===== src/rtl/parity_frame_rx_pkg.sv =====
// Shared types and frame-field constants for the parity frame receiver.
package parity_frame_rx_pkg;

  typedef enum logic [1:0] {
    StIdle,
    StData,
    StParity,
    StStop
  } state_e;

  localparam logic StartBit = 1'b0;
  localparam logic StopBit  = 1'b1;

endpackage


===== src/rtl/parity_frame_rx_obuf.sv =====
// One-entry output buffer for received words; flags overrun when a completed
// frame arrives while the held word is still waiting for the consumer.
module parity_frame_rx_obuf #(
  parameter int unsigned DATA_W = 8
) (
  input  logic              clk,
  input  logic              rst_n,
  input  logic              load_i,
  input  logic [DATA_W-1:0] word_i,
  input  logic              par_err_i,
  input  logic              frm_err_i,
  input  logic              ready_i,
  output logic [DATA_W-1:0] data_o,
  output logic              par_err_o,
  output logic              frm_err_o,
  output logic              all_zero_o,
  output logic              all_one_o,
  output logic              valid_o,
  output logic              overrun_o
);

  logic [DATA_W-1:0] data_q, data_d;
  logic              par_err_q, par_err_d;
  logic              frm_err_q, frm_err_d;
  logic              all_zero_q, all_zero_d;
  logic              all_one_q, all_one_d;
  logic              valid_q, valid_d;
  logic              overrun_q, overrun_d;

  always_comb begin
    data_d     = data_q;
    par_err_d  = par_err_q;
    frm_err_d  = frm_err_q;
    all_zero_d = all_zero_q;
    all_one_d  = all_one_q;
    valid_d    = valid_q;
    overrun_d  = 1'b0;
    if (load_i && (!valid_q || ready_i)) begin
      // Buffer is free, or is being drained this very cycle.
      data_d     = word_i;
      par_err_d  = par_err_i;
      frm_err_d  = frm_err_i;
      all_zero_d = ~|word_i;
      all_one_d  = &word_i;
      valid_d    = 1'b1;
    end else if (load_i) begin
      overrun_d = 1'b1;
    end else if (valid_q && ready_i) begin
      valid_d = 1'b0;
    end
  end

  always_ff @(posedge clk or negedge rst_n) begin
    if (!rst_n) begin
      data_q     <= '0;
      par_err_q  <= 1'b0;
      frm_err_q  <= 1'b0;
      all_zero_q <= 1'b1;
      all_one_q  <= 1'b0;
      valid_q    <= 1'b0;
      overrun_q  <= 1'b0;
    end else begin
      data_q     <= data_d;
      par_err_q  <= par_err_d;
      frm_err_q  <= frm_err_d;
      all_zero_q <= all_zero_d;
      all_one_q  <= all_one_d;
      valid_q    <= valid_d;
      overrun_q  <= overrun_d;
    end
  end

  assign data_o     = data_q;
  assign par_err_o  = par_err_q;
  assign frm_err_o  = frm_err_q;
  assign all_zero_o = all_zero_q;
  assign all_one_o  = all_one_q;
  assign valid_o    = valid_q;
  assign overrun_o  = overrun_q;

endmodule


===== src/rtl/parity_frame_rx.sv =====
// Strobed serial frame receiver: start, DATA_W data bits LSB first, parity, stop.
// Completed frames are handed to a one-entry output buffer.
module parity_frame_rx
  import parity_frame_rx_pkg::*;
#(
  parameter int unsigned DATA_W     = 8,
  parameter int unsigned PARITY_ODD = 0
) (
  input  logic              clk,
  input  logic              rst_n,
  input  logic              sdi,
  input  logic              sdi_en,
  output logic [DATA_W-1:0] data,
  output logic              par_err,
  output logic              frm_err,
  output logic              all_zero,
  output logic              all_one,
  output logic              valid,
  input  logic              ready,
  output logic              overrun
);

  localparam int unsigned CntW = (DATA_W > 1) ? $clog2(DATA_W) : 1;
  localparam logic [CntW-1:0] CntLast = CntW'(DATA_W - 1);
  localparam logic ParOdd = (PARITY_ODD != 0);

  state_e            state_q, state_d;
  logic [CntW-1:0]   cnt_q, cnt_d;
  logic [DATA_W-1:0] shift_q, shift_d;
  logic              par_q, par_d;
  logic              done;
  logic              rx_par_err;
  logic              rx_frm_err;

  always_comb begin
    state_d = state_q;
    cnt_d   = cnt_q;
    shift_d = shift_q;
    par_d   = par_q;
    done    = 1'b0;
    if (sdi_en) begin
      unique case (state_q)
        StIdle: begin
          if (sdi == StartBit) begin
            state_d = StData;
            cnt_d   = '0;
            shift_d = '0;
          end
        end
        StData: begin
          shift_d[cnt_q] = sdi;
          // Counter parks on the last index instead of wrapping.
          if (cnt_q == CntLast) begin
            state_d = StParity;
          end else begin
            cnt_d = cnt_q + CntW'(1);
          end
        end
        StParity: begin
          par_d   = sdi;
          state_d = StStop;
        end
        StStop: begin
          done    = 1'b1;
          state_d = StIdle;
        end
        default: state_d = StIdle;
      endcase
    end
  end

  assign rx_par_err = (^shift_q) ^ par_q ^ ParOdd;
  assign rx_frm_err = (sdi != StopBit);

  always_ff @(posedge clk or negedge rst_n) begin
    if (!rst_n) begin
      state_q <= StIdle;
      cnt_q   <= '0;
      shift_q <= '0;
      par_q   <= 1'b0;
    end else begin
      state_q <= state_d;
      cnt_q   <= cnt_d;
      shift_q <= shift_d;
      par_q   <= par_d;
    end
  end

  parity_frame_rx_obuf #(
    .DATA_W(DATA_W)
  ) u_obuf (
    .clk       (clk),
    .rst_n     (rst_n),
    .load_i    (done),
    .word_i    (shift_q),
    .par_err_i (rx_par_err),
    .frm_err_i (rx_frm_err),
    .ready_i   (ready),
    .data_o    (data),
    .par_err_o (par_err),
    .frm_err_o (frm_err),
    .all_zero_o(all_zero),
    .all_one_o (all_one),
    .valid_o   (valid),
    .overrun_o (overrun)
  );

endmodule


===== config.mk =====
export PLATFORM = sky130hd
export DESIGN_NAME = parity_frame_rx
export DESIGN_NICKNAME = d
export VERILOG_FILES = /design/src/rtl/parity_frame_rx_pkg.sv /design/src/rtl/parity_frame_rx_obuf.sv /design/src/rtl/parity_frame_rx.sv
export SDC_FILE = /design/constraint.sdc
export NUM_CORES = 1
export LEC_CHECK = 0
export CAP_MARGIN = 20
export CORE_MARGIN = 4
export CORE_UTILIZATION = 49
export DETAILED_ROUTE_END_ITERATION = 10
export PLACE_DENSITY = 0.7
export SETUP_SLACK_MARGIN = 0.5
export SYNTH_ARGS = -nofsm -noshare
export SYNTH_HDL_FRONTEND = slang
export SYNTH_SLANG_ARGS = --single-unit

===== constraint.sdc =====
create_clock -name clk -period 1.44 [get_ports clk]
set_input_delay 0.144 -clock clk [delete_from_list [all_inputs] [get_ports clk]]
set_output_delay 0.144 -clock clk [all_outputs]
set_load 0.05 [all_outputs]

# Yosys cells after proc, flatten, opt, wreduce, memory -nomap -nowiden
# Index checks and enable logic that the tools add are counted.
# word_totals
wordCells	59
ff_bits	28
# op_classes
n_addsub	1
bitwise	2
muxes	18
reduce_logical	17
n_lt_le_gt_ge	2
n_eq_ne	8
# op_table
cell	n
$pmux 8 s2	1
$bwmux 8	1
$mux 1	8
$mux 8	1
$ne 2x2->1 const B	4
$pmux 2 s4	1
$reduce_and 8->1	1
$reduce_or 8->1	1
$reduce_xor 8->1	1
$mux 3	2
$pmux 3 s2	1
$reduce_and 3->1	2
$eq 2x2->1 const B	2
$lt 3x4->1 const B	1
$mux 2	2
$reduce_and 2->1	2
$reduce_and 4->1	1
$reduce_bool 2->1	2
$add 3x1->3 const B	1
$demux 1 s3	1
$eq 3x3->1 const B	1
$ge 3x1->1 const B	1
$logic_and 1x1->1	3
$eq 2x1->1 const B	1
5 further kinds	6

# Depth between registers and ports, before layout
# Gate-level depths: netlist of run 1.
# depth
depth_word	6
depth_mapped	6
mapped_depth_nobuf	5

# By module
# A second synthesis of run 1 with hierarchy kept.
# hier_totals
cells_unflattened	125
hier_area_um2	1535.2
# modules_own_cells
mod	cells_per_inst	seq_area_each_um2	area_per_inst_um2	instances
parity_frame_rx	87	350.3	933.4	1
parity_frame_rx_obuf	38	351.6	601.8	1

# Least setup slack after synthesis of run 1
# No wires, ideal clock.
# synth_path
path_kind	register to register
start	reg u_obuf.valid_q (netlist: u_obuf.valid_o)
end	reg u_obuf.data_q[0] (netlist: u_obuf.data_o[0])
path_stages_with_launch	5
setup_slack_ns	-0.122
setup_ns	0.125
arrival_ns	1.437
required_ns	1.315
n_path_buf	1
path_cell_list	dfrtp_1 -> nor2b_1 -> buf_2 -> nor2_4 -> mux2_2
# synth_via
elab_chain_cells	3
# synth_rtl
element	line_no	rtl
start, declared	parity_frame_rx_obuf.sv:27	logic valid_q, valid_d;
start signal, assigned	parity_frame_rx_obuf.sv:68	valid_q <= valid_d;
$logic_not 1->1	parity_frame_rx_obuf.sv:38	if (load_i && (!valid_q || ready_i)) begin
$logic_or 1x1->1	parity_frame_rx_obuf.sv:38	
$logic_and 1x1->1	parity_frame_rx_obuf.sv:38	
end signal, assigned	parity_frame_rx_obuf.sv:63	data_q <= data_d;
end, declared	parity_frame_rx_obuf.sv:22	logic [DATA_W-1:0] data_q, data_d;
# Every way passes these cells.
# A chain may end at the register's enable or synchronous reset.

# Worst setup path after layout of run 1
# layout_path
start	reg state_q[0]
end	reg shift_q[2]
# layout_via
elab_chain_cells	3
# layout_rtl
element	line_no	rtl
start, declared	parity_frame_rx.sv:27	state_e state_q, state_d;
start signal, assigned	parity_frame_rx.sv:77	state_q <= StIdle;
start signal, assigned	parity_frame_rx.sv:82	state_q <= state_d;
$eq 2x1->1 or $logic_not 2->1 (tied branches)	parity_frame_rx.sv:42	unique case (state_q)
$reduce_bool 2->1 (no line) or $ne 2x2->1 (tied branches)	-	
$reduce_and 3->1 (no line)	-	
end signal, assigned	parity_frame_rx.sv:84	shift_q <= shift_d;
end, declared	parity_frame_rx.sv:29	logic [DATA_W-1:0] shift_q, shift_d;
# Several ways; a longest one is shown, not always the timed one.

==> flow_summary.toml, run 1 <==
[sta]
rsz0062_at_grt = "true"
final_hold_viol_count = 0
finalMaxSlewViolations = 0
period_needed_ps = 1670
timing.fmax_ghz = 0.599
fin_ws_ps = -229
tightest_slew_ps = 456
slew_headroom_pct = 69.6
holdWs_ps = 145
setup_violations = 22
final.period_utilization_pct = 116
skew_ps = 2.06

[power_and_ir_drop]
comb_power_share_pct = 71.5
p_int_uw = 4100
swShare_pct = 42.0
pwr-share-clk_pct = 7.8
p_per_area_nw_per_um2 = 2600
p_total_uw = 7080
p_leak_uw = 0.00123
power_switching_uw = 2970
ir_drop_uv = 1640
seqPwrFrac_pct = 20.7

[clocking]
hold_buffers = 0
clkTransAtPathRegs_ps = 170
h-tree-depth = 1
cts_tree = "done"
cts_sinks = 28
root_buffer = "clkbuf_4"
cts_max_path_buffers = 2
numCtsBuffers = 3
clock_latency_ps = 350

[critical_path]
critPathTopFamily = "simple AND/OR/NAND/NOR gates"
arrival_ps = 1950
cp_cell_sequence = "buf_6 > buf_6 > ha_4 > nand4b_4 > or4_1 > o211ai_1"
worstSetupPathType = "reg2reg"
critPathMaxFanout = 7
startpoint_type = "flip-flop"
slowest_delay_ps = 460
required_ps = 1720
setup.worst_path.end_class = "flip-flop"
cpMaxStageDelayCell = "or4_1"
path_depth = 6
rr_worst_depth = 6
worst_path_most_repeated_cell = "buf_6"
critPathBufInv = 2

[run_status]
outcome = "complete, but fails checks"
violations = "setup timing"

[global_route]
grt_max_degree = 29
grt_busiest_layer = "met2"
grt_pass1_vias = 1499
antenna_found_initial = 0
grtUsageMet2_pct = 44.1
grt_use_met1_pct = 30.2
grt_use_total_pct = 24.6
grt_first_pass_wirelength_um = 7690
grtUsageMet3_pct = 2.81
grt_overflow_total = 0

[yosys]
synth_most_common_cell = "dfrtp_1"
synth.top_cell.area_share_pct = 43.7
ys_seq_elements = 28
synth_area_um2 = 1550
synth_ff_type = "dfrtp_1"
yosysSeqAreaShare_pct = 45.4
synth_cells = 136
yosys-top-cells-count = "dfrtp_1 (27), ha_1 (14), inv_1 (12), mux2_2 (12), nand2_1 (7)"
synth_nets = 155
synth-edff-count = 0
synth_cell_types = 37
yosysWarnings = 0
postSynthAreaPerCell_um2 = 11.4
async_flop_share_pct = 100
synth_largest_area_cell = "dfrtp_1"
ys_top_cells_by_area = "dfrtp_1 (44%), ha_1 (11%), mux2_2 (8.7%), inv_1 (2.9%), o211ai_1 (2.9%)"

[die]
die_height_um = 64.2
die_width_um = 64.2
die_area_um2 = 4120
num_rows = 20
io-pin-count = 19
initial_core_util_pct = 51.0
core_um2 = 3030

[cells_and_area]
drive_gt1_share_pct = 63.8
diodes = 0
fin_nets = 233
fill_cells = 117
syn2layout_area_growth_pct = 76.4

[placement]
pre_cts_ws_ps = -142
port_buffers = 18
hpwl_um = 2450
gp_congestion = 0.850

[drt]
vias = 1437
ant_nets = 0
vias_per_cell = 5.59
drt_first_iter_violations = 70
dr.pass1.iters = 5
post-route-drc-count = 0
wl_per_cell_um = 20.2
wl_um = 5190

[run]
drv_cap = 0

[hold_path]
worst_hold_path_type = "in2async"
-- power groups by stage --
stage / logic, uW / clock network, uW / registers (uW)
after detailed placement: 3350 / 0 / 1420
after global routing: 5310 / 577 / 1510
after floorplan: 1650 / 0 / 1970
after global placement: 3260 / 0 / 1400
final: 5060 / 553 / 1470
after CTS: 4430 / 547 / 1440
-- path summary, 6_finish.rpt --
kind / endpoint / startpoint / slack [ps]
min in group clk: u_obuf.overrun_o / ready / 530
setup reg to reg: shift_q[2] / state_q[0] / -230
setup / recovery: shift_q[2] / state_q[0] / -230
hold / removal: u_obuf.all_one_o / rst_n / 140
hold reg to reg: u_obuf.data_o[3] / u_obuf.data_o[3] / 570
max in group asynchronous: u_obuf.all_zero_o / rst_n / 990
-- placed cells by master (no fill, tap or decap), drive strengths merged, types with 2 or more instances in the layout --
cell type	netlist	final
o221ai	3	3
a21oi	2	2
dfrtp	27	27
o211ai	6	6
or4	2	2
buf	6	75
or3	2	2
nand3b	2	2
o311ai	2	2
o31ai	3	3
nand2b	2	2
nand3	6	6
clkdlybuf4s50	0	4
nand2	8	8
ha	14	14
clkbuf	0	3
nor2	4	4
or2	2	2
o21ai	6	6
inv	12	12
nand4	2	2
mux2	12	12
-- cells by family (layout without fill, tap and decap cells) --
logic type,count (synthesis),count (layout),share of synthesized area [%]
simple gates,34,34,13.5
buf+inv,18,95,5.02
compound gates,27,27,13.4
fa+ha+maj,14,14,11.3
flops,28,28,45.4
mux,12,12,8.74
xor+xnor,3,3,2.59
-- layout make-up --
| class | instances | area, um^2 | area share, % |
|---|---|---|---|
| well taps | 44 | 55.1 | 2.02 |
| flip-flops and latches | 28 | 704 | 25.8 |
| clock inverters | 1 | 30.0 | 1.10 |
| repair buffers | 79 | 833 | 30.6 |
| inverters | 12 | 45.0 | 1.65 |
| clock buffers | 3 | 22.5 | 0.826 |
| multi-input cells | 90 | 1030 | 38.0 |
-- registers in the layout (all words and copies together), names as in the netlist, 2 cells and up --
signal / flops
shift_q: 8
u_obuf.data_o: 8
cnt_q: 3
state_q: 2
-- routing by layer --
metal | share of wire (%) | vias up
li1 | - | 644
met1 | 41 | 736
met2 | 54 | 44
met3 | 3.3 | 13
met4 | 2.3 | 0
met5 | 0 | -
-- timing repair --
| action | CTS | global route |
|---|---|---|
| setup endpoints to repair | 42 | 42 |
| cloned | 2 | 0 |
| resized for setup | 60 | 19 |
| setup buffers | 22 | 9 |
| pin swaps | 21 | 4 |
-- metrics by stage --
step | util (%) | std cells | setup TNS [ps] | instance area [um^2]
2_1_floorplan | - | 136 | -335 | 1640
3_3_place_gp | 67.6 | 220 | -924 | 2050
6_report | 90.0 | 257 | -2340 | 2730
4_1_cts | 85.3 | 248 | -1010 | 2580
5_1_grt | 90.0 | 257 | -3280 | 2730
3_5_place_dp | 67.6 | 220 | -1310 | 2050
Note: power is estimated with default switching activity, not from simulation.
==> inputs of run 2 (changes only) <==
ABC_AREA = 0   (was default)
==> results of run 2 <==
No change in the layout: final DEF, timing and power equal those of run 1.
